==> src/rtl/ofdm_demap_pkg.sv <==
// Shared types and helpers for the OFDM QAM bit demapper: legal modulation orders,
// the order type and the packer state encoding.
package ofdm_demap_pkg;

  localparam int MAX_ORDER_LIMIT = 8;
  localparam int ORDER_W         = $clog2(MAX_ORDER_LIMIT) + 1;

  typedef logic [ORDER_W-1:0] order_t;

  localparam order_t ORDER_BPSK   = order_t'(1);
  localparam order_t ORDER_QPSK   = order_t'(2);
  localparam order_t ORDER_QAM16  = order_t'(4);
  localparam order_t ORDER_QAM64  = order_t'(6);
  localparam order_t ORDER_QAM256 = order_t'(8);

  typedef enum logic {
    RUN,
    FLUSH
  } pack_state_t;

  function automatic logic is_legal_order(input logic [31:0] value, input int max_order);
    logic known;
    known = (value == 32'd1) || (value == 32'd2) || (value == 32'd4) ||
            (value == 32'd6) || (value == 32'd8);
    return known && (value <= 32'(max_order));
  endfunction

endpackage

==> src/rtl/qam_gray_slicer.sv <==
// One-axis hard-decision slicer: rounds a fixed-point sample to the nearest odd
// constellation level and registers its Gray code behind a valid/ready handshake.
module qam_gray_slicer #(
  parameter int WIDTH_IN  = 16,
  parameter int FRAC_BITS = 8,
  parameter int MAX_K     = 4
) (
  input  logic                       clk,
  input  logic                       reset,
  input  logic                       clear,
  input  logic [$clog2(MAX_K):0]     k,
  input  logic                       in_valid,
  output logic                       in_ready,
  input  logic signed [WIDTH_IN-1:0] in_data,
  output logic                       out_valid,
  input  logic                       out_ready,
  output logic [MAX_K-1:0]           gray
);

  localparam int SW = WIDTH_IN + 2;

  logic signed [SW-1:0] x_ext, m, one_k, lvl_max, idx_s;
  logic [MAX_K-1:0]     idx;

  // Levels sit on odd integers, so boundaries land on even integers; the floor
  // shift followed by +2^k and a halving sends a tie to the higher level.
  always_comb begin
    x_ext   = {{2{in_data[WIDTH_IN-1]}}, in_data};
    m       = x_ext >>> FRAC_BITS;
    one_k   = SW'(1) << k;
    lvl_max = one_k - SW'(1);
    idx_s   = (m + one_k) >>> 1;
    if (idx_s[SW-1])            idx = '0;
    else if (idx_s > lvl_max)   idx = lvl_max[MAX_K-1:0];
    else                        idx = idx_s[MAX_K-1:0];
  end

  assign in_ready = !out_valid || out_ready;

  // NOTE: state registers use non-blocking assignments so every flop samples the
  // pre-edge values, independent of block evaluation order.
  always_ff @(posedge clk) begin
    if (reset || clear) begin
      out_valid <= 1'b0;
      gray      <= '0;
    end else if (in_ready) begin
      out_valid <= in_valid;
      if (in_valid) gray <= idx ^ (idx >> 1);
    end
  end

endmodule

==> src/rtl/ofdm_qam_bit_demapper.sv <==
// Hard-decision QAM demapper and bit packer (BPSK..QAM-256), per-packet order latch,
// zero-padded flush on tlast. Define OFDM_DEMAP_BIT_REVERSE_EN for LSB-first bytes.
module ofdm_qam_bit_demapper
  import ofdm_demap_pkg::*;
#(
  parameter int WIDTH_IN            = 16,
  parameter int FRAC_BITS           = 8,
  parameter int MAX_ORDER           = 8,
  parameter int OUT_WIDTH           = 32,
  parameter int SR_MODULATION_ORDER = 0
) (
  input  logic                    clk,
  input  logic                    reset,
  input  logic                    clear,
  input  logic                    set_stb,
  input  logic [7:0]              set_addr,
  input  logic [31:0]             set_data,
  input  logic [2*WIDTH_IN-1:0]   i_tdata,
  input  logic                    i_tlast,
  input  logic                    i_tvalid,
  output logic                    i_tready,
  output logic [OUT_WIDTH-1:0]    o_tdata,
  output logic                    o_tlast,
  output logic                    o_tvalid,
  input  logic                    o_tready
);

  localparam int MAX_K = MAX_ORDER / 2;
  localparam int KW    = $clog2(MAX_K) + 1;
  localparam int AW    = OUT_WIDTH + MAX_ORDER - 1;
  localparam int CW    = $clog2(AW + 1);

  logic        flush;
  order_t      order_reg, active_order, beat_order, s1_order;
  logic        first_beat, s1_last, accept;
  logic [KW-1:0] beat_k;
  logic        slice_in_valid, rdy_i, rdy_q, v_i, v_q, s1_valid;
  logic [MAX_K-1:0] gray_i, gray_q;

  pack_state_t state, state_nxt;
  logic [AW-1:0] acc, acc_nxt, sym_al, merged;
  logic [CW-1:0] cnt, cnt_nxt, total, rem;
  logic [MAX_ORDER-1:0] sym;
  logic out_free, consume, completes, load;
  logic [OUT_WIDTH-1:0] word;
  logic word_last;

  assign flush = reset || clear;

  always_ff @(posedge clk) begin
    if (reset)
      order_reg <= ORDER_QPSK;
    else if (set_stb && set_addr == 8'(SR_MODULATION_ORDER) &&
             is_legal_order(set_data, MAX_ORDER))
      order_reg <= order_t'(set_data);
  end

  // The first beat of a packet uses the register directly; later beats use the latch.
  assign beat_order = first_beat ? order_reg : active_order;
  assign beat_k     = (beat_order == ORDER_BPSK) ? KW'(1) : KW'(beat_order >> 1);

  assign slice_in_valid = i_tvalid && state == RUN && !flush;
  assign i_tready       = rdy_i && rdy_q && state == RUN && !flush;
  assign accept         = i_tvalid && i_tready;
  assign s1_valid       = v_i && v_q;

  qam_gray_slicer #(.WIDTH_IN(WIDTH_IN), .FRAC_BITS(FRAC_BITS), .MAX_K(MAX_K)) slicer_i (
    .clk(clk), .reset(reset), .clear(clear), .k(beat_k),
    .in_valid(slice_in_valid), .in_ready(rdy_i), .in_data(i_tdata[2*WIDTH_IN-1:WIDTH_IN]),
    .out_valid(v_i), .out_ready(consume), .gray(gray_i)
  );

  qam_gray_slicer #(.WIDTH_IN(WIDTH_IN), .FRAC_BITS(FRAC_BITS), .MAX_K(MAX_K)) slicer_q (
    .clk(clk), .reset(reset), .clear(clear), .k(beat_k),
    .in_valid(slice_in_valid), .in_ready(rdy_q), .in_data(i_tdata[WIDTH_IN-1:0]),
    .out_valid(v_q), .out_ready(consume), .gray(gray_q)
  );

  always_ff @(posedge clk) begin
    if (flush) begin
      first_beat   <= 1'b1;
      active_order <= ORDER_QPSK;
      s1_order     <= ORDER_QPSK;
      s1_last      <= 1'b0;
    end else if (accept) begin
      if (first_beat) active_order <= order_reg;
      first_beat <= i_tlast;
      s1_order   <= beat_order;
      s1_last    <= i_tlast;
    end
  end

  assign out_free = !o_tvalid || o_tready;
  assign consume  = s1_valid && state == RUN && out_free;

  // Accumulator holds cnt valid bits left-aligned; everything below them is zero.
  always_comb begin
    if (s1_order == ORDER_BPSK) sym = MAX_ORDER'(gray_i[0]);
    else sym = (MAX_ORDER'(gray_i) << (s1_order >> 1)) | MAX_ORDER'(gray_q);
    sym_al    = (AW'(sym) << (AW - int'(s1_order))) >> cnt;
    merged    = acc | sym_al;
    total     = cnt + CW'(s1_order);
    completes = total >= CW'(OUT_WIDTH);
    rem       = total - CW'(OUT_WIDTH);
  end

  // NOTE: every output of this block gets a default first, so no path leaves a
  // value unassigned and no latch is inferred.
  always_comb begin
    acc_nxt   = acc;
    cnt_nxt   = cnt;
    state_nxt = state;
    load      = 1'b0;
    word      = '0;
    word_last = 1'b0;
    if (state == FLUSH) begin
      if (out_free) begin
        load      = 1'b1;
        word      = acc[AW-1 -: OUT_WIDTH];
        word_last = 1'b1;
        acc_nxt   = '0;
        cnt_nxt   = '0;
        state_nxt = RUN;
      end
    end else if (consume) begin
      if (completes) begin
        load    = 1'b1;
        word    = merged[AW-1 -: OUT_WIDTH];
        acc_nxt = merged << OUT_WIDTH;
        cnt_nxt = rem;
        if (s1_last) begin
          if (rem == '0) word_last = 1'b1;
          else           state_nxt = FLUSH;
        end
      end else if (s1_last) begin
        load      = 1'b1;
        word      = merged[AW-1 -: OUT_WIDTH];
        word_last = 1'b1;
        acc_nxt   = '0;
        cnt_nxt   = '0;
      end else begin
        acc_nxt = merged;
        cnt_nxt = total;
      end
    end
  end

  always_ff @(posedge clk) begin
    if (flush) begin
      acc   <= '0;
      cnt   <= '0;
      state <= RUN;
    end else begin
      acc   <= acc_nxt;
      cnt   <= cnt_nxt;
      state <= state_nxt;
    end
  end

  function automatic logic [OUT_WIDTH-1:0] byte_order(input logic [OUT_WIDTH-1:0] w);
`ifdef OFDM_DEMAP_BIT_REVERSE_EN
    for (int b = 0; b < OUT_WIDTH / 8; b++)
      for (int j = 0; j < 8; j++)
        byte_order[8*b+j] = w[8*b+7-j];
`else
    byte_order = w;
`endif
  endfunction

  always_ff @(posedge clk) begin
    if (flush) begin
      o_tvalid <= 1'b0;
      o_tlast  <= 1'b0;
      o_tdata  <= '0;
    end else if (load) begin
      o_tvalid <= 1'b1;
      o_tdata  <= byte_order(word);
      o_tlast  <= word_last;
    end else if (o_tready) begin
      o_tvalid <= 1'b0;
    end
  end

endmodule

==> config.mk <==
export PLATFORM = sky130hd
export DESIGN_NAME = ofdm_qam_bit_demapper
export DESIGN_NICKNAME = d
export VERILOG_FILES = /design/src/rtl/ofdm_demap_pkg.sv /design/src/rtl/qam_gray_slicer.sv /design/src/rtl/ofdm_qam_bit_demapper.sv
export SDC_FILE = /design/constraint.sdc
export NUM_CORES = 1
export LEC_CHECK = 0
export ABC_AREA = 1
export CORE_ASPECT_RATIO = 0.75
export CORE_MARGIN = 2
export CORE_UTILIZATION = 55
export CTS_CLUSTER_DIAMETER = 50
export CTS_CLUSTER_SIZE = 28
export DETAILED_ROUTE_END_ITERATION = 6
export GPL_TIMING_DRIVEN = 1
export PLACE_DENSITY = 0.89
export SYNTH_ARGS = -nofsm -noshare
export SYNTH_HDL_FRONTEND = slang
export SYNTH_HIERARCHICAL = 1
export SYNTH_SLANG_ARGS = --single-unit
==> constraint.sdc <==
create_clock -name clk -period 7.3 [get_ports clk]
set_clock_uncertainty 0.05 [all_clocks]
set_input_delay 1.46 -clock clk [delete_from_list [all_inputs] [get_ports clk]]
set_output_delay 1.46 -clock clk [all_outputs]
set_load 0.01 [all_outputs]
**Word level (Yosys, flattened, before mapping)**

Cells that the tools add are included.
W data, S select, Z words.

- Equality and inequality tests: 8
- Reduce and logical (&&, ||, !) cells: 31
- Muxes and demuxes: 40
- Bitwise gates (word level): 5
- Shift-type cells: 4
- Add/sub/neg operators: 6
- Order comparisons: 4

Operators by type and width:

| kind | number |
|---|---|
| $mux W39 | 5 |
| $mux W32 | 5 |
| $eq A32 B3 Y1 const B | 2 |
| $or A39 B39 Y39 | 1 |
| $shl A8 B32 Y39 | 1 |
| $shr A39 B6 Y39 | 1 |
| $add A8 B18 Y18 | 2 |
| $gt A17 B18 Y1 | 2 |
| $eq A32 B1 Y1 const B | 1 |
| $eq A32 B2 Y1 const B | 1 |
| $eq A32 B4 Y1 const B | 1 |
| $le A32 B4 Y1 const B | 1 |
| $mux W6 | 5 |
| $mux W4 | 5 |
| $mux W1 | 18 |
| $shl A1 B3 Y18 const A | 1 |
| $sub A18 B2 Y18 const B | 1 |
| $logic_and A1 B1 Y1 | 12 |
| $eq A4 B1 Y1 const B | 2 |
| $logic_not A8 Y1 | 1 |
| $logic_or A1 B1 Y1 | 8 |
| $mux W8 | 1 |
| $or A8 B4 Y8 | 1 |
| $shl A4 B3 Y8 | 1 |
| other kinds (12) | 19 |

- Output and inout port bits: 35
- Register bits: 100

**Longest topological paths before layout**

Gate-level depths: netlist (run 1).

- Depth in word-level cells: 10
- Mapped depth: 38

**Hierarchy**

Netlist (run 1), hierarchy kept.

Modules (own cells, without submodules):

| module | area each (um^2) | times used | cells each | seq. area each (um^2) |
|---|---|---|---|---|
| ofdm_qam_bit_demapper | 5,765.5 | 1 | 942 | 1,801.7 |
| qam_gray_slicer at slicer_i | 1,594.0 | 1 | 260 | 100.1 |
| qam_gray_slicer at slicer_q | 1,492.7 | 1 | 256 | 100.1 |

**Worst setup path before layout (run 1)**

No wires, ideal clock.

- Kind: reg-to-reg
- From: reg, netlist name s1_order[2]
- To: reg slicer_q.gray[2]
- Path buffers: 1
- Arrival: 5,120 ps
- Slack: 2,013 ps
- Setup time: 117 ps
- Clock period less this slack: 5,287 ps
- Stages on the path, launching flop included: 37
- Cells stage by stage: dfxtp_1 inv_2 buf_2 nor2_1 a21oi_1 inv_1 o31ai_1 nand2_1 nor2_1 inv_1 fa_1 inv_1 nand3_1 nor2_1 nor2_2 inv_1 a21oi_1 o21bai_2 nand2_1 a21oi_1 nor2_1 ha_1 inv_1 ha_1 nand2_1 nor2_1 nand3_1 nor2_1 nor2_1 nand3_1 nand3_2 nand2_1 nand2_1 nor2_1 nor2_1 nor2_1 nor2_1

RTL lines:

| item | line | text |
|---|---|---|
| to (signal assigned) | qam_gray_slicer.sv:48 | `if (in_valid) gray <= idx ^ (idx >> 1);` |
| to (decl) | qam_gray_slicer.sv:17 | `output logic [MAX_K-1:0] gray` |

==> flow_summary.yaml, run 1 <==
run_status:
  outcome: "completed"
synthesis:
  synth_sequential_area_ratio_pct: 22.6
  synth-edff-count: 0
  synthDominantCellAreaShare_pct: 22.6
  synth_async_sr_flop_share_pct: 0
  synth_top_flop_cell: "sky130_fd_sc_hd__dfxtp_1"
  netlist.top_cell.by_area: "sky130_fd_sc_hd__dfxtp_1"
  post_synth_instance_area_sq_um: 8850
  post_synth_num_cell_types: 51
  yosysWarningCount: 6
  postSynthRegisterBits: 100
  synth_area_per_cell_sq_um: 6.07
  ys_top_cells_by_area: "sky130_fd_sc_hd__dfxtp_1 23%, sky130_fd_sc_hd__nand2_1 19%, sky130_fd_sc_hd__nand3_1 9.8%"
  synth_cells: 1458
route:
  remaining_drc_errors: 0
  wire_per_inst_um: 14.0
  postRouteWirelength_um: 24400
  drt-initial-drc-count: 1161
  num_vias: 9878
  detail_route.first_pass.iterations: 6
  detail_route.vias_per_cell: 5.65
  final_antenna_net_count: 0
pwr:
  netSwitchingPower_mw: 0.358
  ir_worst_vdd_mv: 0.0973
  power.internal_mw: 0.873
  power.static_leakage_nw: 4.71
  power_switching_share_pct: 29.1
  power_density_nw_per_um2: 120
  seqPwrFrac_pct: 44.6
  power_share_of_the_clock_group_pct: 37.1
  comb_power_share_pct: 18.2
  power.total_mw: 1.23
grt:
  grt.total_usage_pct: 28.8
  grt-ovfl-total: 0
  grt_pass1_vias: 8980
  initial_antenna_violation_count: 0
  grt_start_max_net_pins: 57
  grt_first_pass_wirelength_um: 40800
setup_path:
  endpoint_kind_of_the_worst_setup_timing_path: "flip-flop"
  regToRegSetupSlack_ns: 1.19
  worst_endpoint_data_arrival_time_ns: 6.31
  critPathKind: "reg -> reg"
  timing.critical_path.mode_cell: "sky130_fd_sc_hd__nor2_1"
  critPathSlowestCell: "sky130_fd_sc_hd__dfxtp_1"
  timing.critical_path.required_ns: 7.50
  worst_path_largest_cell_delay_ns: 0.76
  rr_endpoint: "slicer_q/gray[2]"
  critPathLaunchType: "flip-flop"
  worstPathMaxFanout: 20
  critical_path.reg2reg.startpoint: "s1_order[3]"
  r2r.worst_path.cells: 38
clock_network:
  clock_sink_count: 100
  cts-htree-levels: 3
  cts_post_setup_buffers_inserted: 0
  post_cts_hold_buffer_count: 0
  cts_tree: "yes"
  clockBufferDepth: 2
  cts.repair.resized: 0
  cts-buffers-inserted: 9
  clock_insertion_delay_at_the_later_pin_of_the_skew_report_ns: 0.35
  clock_tree.root_cell: "sky130_fd_sc_hd__clkbuf_16"
  cts.clk_slew.worst_paths_ns: 0.07
finish:
  num-nets-final: 1675
  multiInputGateArea_sq_um: 5990
  antenna_cells_inserted: 0
  combined_flip_flop_and_latch_cell_area_sq_um: 2000
  n_fill_cell: 1441
  reg_top3: "acc (39), o_tdata (32), cnt (6)"
  fraction_of_layout_cells_with_a_size_suffix_above_1_pct: 6.50
  layoutNonFillerInstCount: 1748
  largest_register_ff_count: 39
  max_flop_register: "acc"
  syn2layout_area_growth_pct: 15.6
placed_design:
  gpl.final_weighted_congestion: 0.988
  number_of_buffer_cells_added_on_primary_ports: 97
  post_dp_hpwl_um: 18800
  placed_insts: 1732
hold_path:
  hold_path_class: "reg -> reg"
  timing.hold.worst_endpoint: "o_tdata[18]"
  hold_path_startpoint: "o_tdata[18]"
  holdPathStages: 2
sta:
  setup_violations: 0
  worst-slew-pin-transition_ns: 0.938
  timing_max_transition_violations_final: 0
  final-hold-violation-count: 0
  period_minus_slack_ns: 6.11
  post-route-period-util_pct: 83.7
  max_clock_freq_ghz: 0.164
  slew_headroom_pct: 37.4
  tns_ns: 0
  grt_setup_unrepaired: "no"
floorplanning:
  boundaryPins: 114
  fp.dieH_um: 114
  rows: 40
  core_sq_um: 15900
  die_w_um: 150
  fp.dieArea_sq_um: 17100
  floorplan.initialDensity_pct: 55.8
flow_run:
  cap_violations: 0
cell usage after synthesis (2+ instances only):
cell type,instances
sky130_fd_sc_hd__conb_1,2
sky130_fd_sc_hd__fa_1,3
sky130_fd_sc_hd__buf_4,5
sky130_fd_sc_hd__nor2_2,15
sky130_fd_sc_hd__a21oi_2,2
sky130_fd_sc_hd__nand3b_1,4
sky130_fd_sc_hd__inv_1,152
sky130_fd_sc_hd__ha_1,60
sky130_fd_sc_hd__nor2_1,102
sky130_fd_sc_hd__nor4_1,8
sky130_fd_sc_hd__o21ai_0,61
sky130_fd_sc_hd__nand3_1,174
sky130_fd_sc_hd__a21oi_1,110
sky130_fd_sc_hd__clkinv_1,5
sky130_fd_sc_hd__nand4_1,30
sky130_fd_sc_hd__nand2_1,443
sky130_fd_sc_hd__buf_6,2
sky130_fd_sc_hd__xnor2_1,2
sky130_fd_sc_hd__nor3_1,5
sky130_fd_sc_hd__nor2_8,2
sky130_fd_sc_hd__o21ai_1,21
sky130_fd_sc_hd__o211ai_1,2
sky130_fd_sc_hd__xor2_1,15
sky130_fd_sc_hd__nand2_4,2
sky130_fd_sc_hd__dfxtp_1,100
sky130_fd_sc_hd__and3_1,10
sky130_fd_sc_hd__buf_1,6
sky130_fd_sc_hd__nand3_4,2
sky130_fd_sc_hd__a31oi_1,8
sky130_fd_sc_hd__buf_2,12
sky130_fd_sc_hd__o21bai_2,2
sky130_fd_sc_hd__nand3_2,12
sky130_fd_sc_hd__nand2_2,12
sky130_fd_sc_hd__a22oi_1,2
sky130_fd_sc_hd__a21o_1,5
sky130_fd_sc_hd__clkbuf_1,25
sky130_fd_sc_hd__a211oi_1,6
sky130_fd_sc_hd__nor2_4,6
sky130_fd_sc_hd__inv_2,11
critical path, delay by kind of cell, from the launching register on:
family | cells | cell delay, ns
buf+inv | 8 | 1.10
simple gates | 22 | 2.44
compound gates | 5 | 0.68
fa+ha+maj | 3 | 0.96
flops | 1 | 0.76
how the worst max path moves through the flow:
stage	to	cells after the start	slack [ns]	startpoint
2_1_floorplan	slicer_q/gray[2]	36	2.01	s1_order[2]
3_3_place_gp	slicer_q/gray[2]	38	1.47	s1_order[3]
3_5_place_dp	slicer_q/gray[2]	38	1.29	s1_order[3]
4_1_cts	slicer_q/gray[2]	38	1.26	s1_order[3]
5_1_grt	slicer_q/gray[2]	38	0.61	s1_order[3]
6_report	slicer_q/gray[2]	38	1.19	s1_order[3]
metal layers:
| metal | vias up | wire length [um] | share of wire [%] | global-route usage [%] |
|---|---|---|---|---|
| met4 | 0 | 257 | 1.1 | 5.53 |
| met1 | 4491 | 11300 | 46 | 41.1 |
| met5 | - | 0 | 0 | 0 |
| li1 | 4923 | - | - | - |
| met2 | 431 | 10400 | 43 | 45.4 |
| met3 | 33 | 2490 | 10 | 5.68 |
through the flow:
| step | worst slack (ns) | utilization [%] | instance area (sq um) | hold WS [ns] |
|---|---|---|---|---|
| floorplan | 2.01 | - | 8870 | 0.392 |
| global route | 0.614 | 64.5 | 10200 | 0.430 |
| detailed placement | 1.29 | 62.8 | 9960 | 0.396 |
| CTS | 1.26 | 64.5 | 10200 | 0.412 |
| global placement | 1.47 | 62.8 | 9960 | 0.399 |
| finish | 1.19 | 64.5 | 10200 | 0.408 |
cell usage in the layout (no fill, tap or decap), types with 3 or more instances in the layout:
| cell type | synthesis | final |
|---|---|---|
| sky130_fd_sc_hd__ha_1 | 60 | 60 |
| sky130_fd_sc_hd__a211oi_1 | 6 | 6 |
| sky130_fd_sc_hd__o21ai_0 | 61 | 61 |
| sky130_fd_sc_hd__fa_1 | 3 | 3 |
| sky130_fd_sc_hd__nand3_2 | 12 | 12 |
| sky130_fd_sc_hd__inv_2 | 11 | 11 |
| sky130_fd_sc_hd__nand3b_1 | 4 | 4 |
| sky130_fd_sc_hd__nand3_1 | 174 | 174 |
| sky130_fd_sc_hd__dfxtp_1 | 100 | 100 |
| sky130_fd_sc_hd__a21o_1 | 5 | 5 |
| sky130_fd_sc_hd__nor2_2 | 15 | 16 |
| sky130_fd_sc_hd__clkinvlp_4 | 0 | 4 |
| sky130_fd_sc_hd__xor2_1 | 15 | 15 |
| sky130_fd_sc_hd__and3_1 | 10 | 10 |
| sky130_fd_sc_hd__nor4_1 | 8 | 8 |
| sky130_fd_sc_hd__inv_1 | 152 | 151 |
| sky130_fd_sc_hd__conb_1 | 2 | 8 |
| sky130_fd_sc_hd__nand4_1 | 30 | 30 |
| sky130_fd_sc_hd__nor3_1 | 5 | 5 |
| sky130_fd_sc_hd__nand2_1 | 443 | 443 |
| sky130_fd_sc_hd__a21oi_1 | 110 | 110 |
| sky130_fd_sc_hd__inv_6 | 1 | 3 |
| sky130_fd_sc_hd__clkbuf_16 | 0 | 9 |
| sky130_fd_sc_hd__clkinv_1 | 5 | 6 |
| sky130_fd_sc_hd__o21ai_1 | 21 | 21 |
| sky130_fd_sc_hd__clkdlybuf4s50_1 | 0 | 97 |
| sky130_fd_sc_hd__nor2_1 | 102 | 101 |
| sky130_fd_sc_hd__a31oi_1 | 8 | 8 |
| sky130_fd_sc_hd__buf_4 | 5 | 11 |
| sky130_fd_sc_hd__nand2_2 | 12 | 12 |
| sky130_fd_sc_hd__nor2_4 | 6 | 6 |
cell type report:
cell class,instances,area share [%]
multi-input combinational,1143,58.5
sequential,100,19.6
timing repair buffer,108,10.3
inverter,171,6.36
tap,210,2.57
clock buffer,10,2.24
clock inverter,6,0.465
power groups by stage:
stage	sequential [mW]	combinational [mW]	clock, mW
floorplan	0.561	0.148	0
finish	0.549	0.224	0.457
global route	0.549	0.253	0.481
CTS	0.549	0.222	0.458
detailed placement	0.562	0.221	0
global placement	0.562	0.212	0
kinds of logic after synthesis:
logic type	Yosys count	share of synthesized area, %
buf+inv	221	10.0
xor+xnor	18	1.87
fa+ha+maj	63	9.16
flops	100	22.6
simple gates	831	42.6
other cells	2	0.0848
compound gates	223	13.6
No activity file was read; power rests on OpenSTA's default activity.
==> inputs of run 2 (changes only) <==
==> constraint.sdc (replaced) <==
create_clock -name clk -period 6.3 [get_ports clk]
set_clock_uncertainty 0.05 [all_clocks]
set_input_delay 1.26 -clock clk [delete_from_list [all_inputs] [get_ports clk]]
set_output_delay 1.26 -clock clk [all_outputs]
set_load 0.01 [all_outputs]
==> run 2 against run 1 <==
Effect of this change:
- cell area rose by 0.22%
- sequential share of layout area hardly changed
- critical path type unchanged
- wire length rose by 1.9%
- power up 17%
- die area unchanged
- setup slack got worse by 0.45 ns
- critical path depth shrank 3
- sequential power rose by 16%
- non-clock buffer count is 2 higher
- worst hold slack got worse by 0.00054 ns
- first-iteration DRC count up 10%
==> flow_summary.yaml, run 2 (synthesis gave the netlist of run 1 again) <==
run_status:
  outcome: "completed"
route:
  wire_per_inst_um: 14.2
  detail_route.vias_per_cell: 5.67
  postRouteWirelength_um: 24900
  drt-initial-drc-count: 1279
  detail_route.first_pass.iterations: 6
  remaining_drc_errors: 0
  final_antenna_net_count: 0
  num_vias: 9921
finish:
  syn2layout_area_growth_pct: 15.9
  fraction_of_layout_cells_with_a_size_suffix_above_1_pct: 6.76
  final_cell_mix: "443 x sky130_fd_sc_hd__nand2_1, 174 x sky130_fd_sc_hd__nand3_1, 150 x sky130_fd_sc_hd__inv_1"
  finalCoreUtilization_pct: 64.6
  layout.cells.most_common: "sky130_fd_sc_hd__nand2_1"
  reg_top3: "acc (39), o_tdata (32), cnt (6)"
  antenna_cells_inserted: 0
  max_flop_register: "acc"
  num-nets-final: 1677
  largest_register_ff_count: 39
flow_run:
  cap_violations: 0
floorplanning:
  rows: 40
  die_w_um: 150
  boundaryPins: 114
  fp.dieArea_sq_um: 17100
  core_sq_um: 15900
  floorplan.initialDensity_pct: 55.8
  fp.dieH_um: 114
clock_network:
  clock_insertion_delay_at_the_later_pin_of_the_skew_report_ns: 0.35
  cts_post_setup_buffers_inserted: 0
  cts_tree: "yes"
  clock_tree.root_cell: "sky130_fd_sc_hd__clkbuf_16"
  cts-buffers-inserted: 9
  cts.clk_slew.worst_paths_ns: 0.07
  clockBufferDepth: 2
  post_cts_hold_buffer_count: 0
  clock_sink_count: 100
  cts-htree-levels: 3
sta:
  tns_ns: 0
  slew_headroom_pct: 29.8
  worst-slew-pin-transition_ns: 1.05
  final-hold-violation-count: 0
  timing.final.ws_setup_ns: 0.745
  setup_violations: 0
  period_minus_slack_ns: 5.56
  max_clock_freq_ghz: 0.180
  grt_setup_unrepaired: "no"
  post-route-period-util_pct: 88.2
  timing_max_transition_violations_final: 0
  finalHoldWorstSlack_ns: 0.408
setup_path:
  critPathSlowestCell: "sky130_fd_sc_hd__dfxtp_1"
  critPathKind: "reg -> reg"
  timing.critical_path.required_ns: 6.50
  worst_path_largest_cell_delay_ns: 0.56
  worst_endpoint_data_arrival_time_ns: 5.75
  endpoint_kind_of_the_worst_setup_timing_path: "flip-flop"
  critPathLaunchType: "flip-flop"
  worstPathMaxFanout: 11
  critical_path.startpoint: "s1_order[0]"
  timing.critical_path.mode_cell: "sky130_fd_sc_hd__nor2_1"
  critical_path.reg2reg.startpoint: "s1_order[0]"
pwr:
  power_switching_share_pct: 29.2
  power_share_of_the_clock_group_pct: 37.6
  seqPwrFrac_pct: 44.3
  power.total_mw: 1.44
  power_density_nw_per_um2: 140
  ir_worst_vdd_mv: 0.134
  netSwitchingPower_mw: 0.420
  power.internal_mw: 1.02
  power.static_leakage_nw: 4.73
  comb_power_share_pct: 18.1
grt:
  grt_start_max_net_pins: 57
  grt.total_usage_pct: 28.7
  initial_antenna_violation_count: 0
  grt_pass1_vias: 8753
  grt-ovfl-total: 0
  grt_first_pass_wirelength_um: 40400
placed_design:
  number_of_buffer_cells_added_on_primary_ports: 97
  gpl.final_weighted_congestion: 0.997
  post_dp_hpwl_um: 19000
  dpl_worst_slack_ns: 0.747
hold_path:
  hold_path_class: "reg -> reg"
  hold_path_startpoint: "o_tdata[19]"
==> run 2: per-layer routing <==
metal	GRT usage (%)	vias to the layer above	routed length, um
met4	5.53	0	299
met2	44.3	463	10600
li1	-	4935	-
met3	6.52	32	2530
met1	41.0	4491	11500
met5	0	-	0
==> run 2: timing repair <==
action | 4_1_cts | 5_1_grt
resized for setup | 0 | 2
setup endpoints to repair | 0 | 1
hold endpoints to repair | 0 | 0
==> run 2: cell type report <==
cell class              count  area (sq um)
well taps                 210           263
repair buffers            110          1070
flip-flops and latches    100          2000
clock buffers               9           225
clock inverters             6          57.6
fillers                  1440          5610
multi-input cells        1143          5990
inverters                 171           651
==> run 2: per-stage QoR <==
stage          instances  cell area, sq um
6_report            1749             10300
5_1_grt             1749             10300
4_1_cts             1749             10300
3_5_place_dp        1734              9970
3_3_place_gp        1734              9970
2_1_floorplan       1464              8870
==> run 2: critical path, delay by kind of cell (launching register included) <==
family,cells,cell delay [ns]
AND/OR/NAND/NOR,21,2.22
adder cells (fa/ha/maj),3,1.01
AO/OA/AOI/OAI,5,0.89
buffers and inverters,6,0.72
flip-flops,1,0.56
==> run 2: path summary, 6_finish.rpt <==
| kind | slack [ns] | cells after the start | end |
|---|---|---|---|
| max | 0.74 | 35 | slicer_q/gray[2] |
| min | 0.41 | 2 | o_tdata[19] |
| min reg2reg | 0.41 | 2 | o_tdata[19] |
| max reg2reg | 0.74 | 35 | slicer_q/gray[2] |
==> run 2: power by group through the flow <==
stage,clock network [mW],logic [mW],registers (mW)
6_report,0.540,0.260,0.636
3_5_place_dp,0,0.255,0.650
5_1_grt,0.570,0.292,0.636
3_3_place_gp,0,0.246,0.650
4_1_cts,0.544,0.256,0.636
2_1_floorplan,0,0.172,0.650
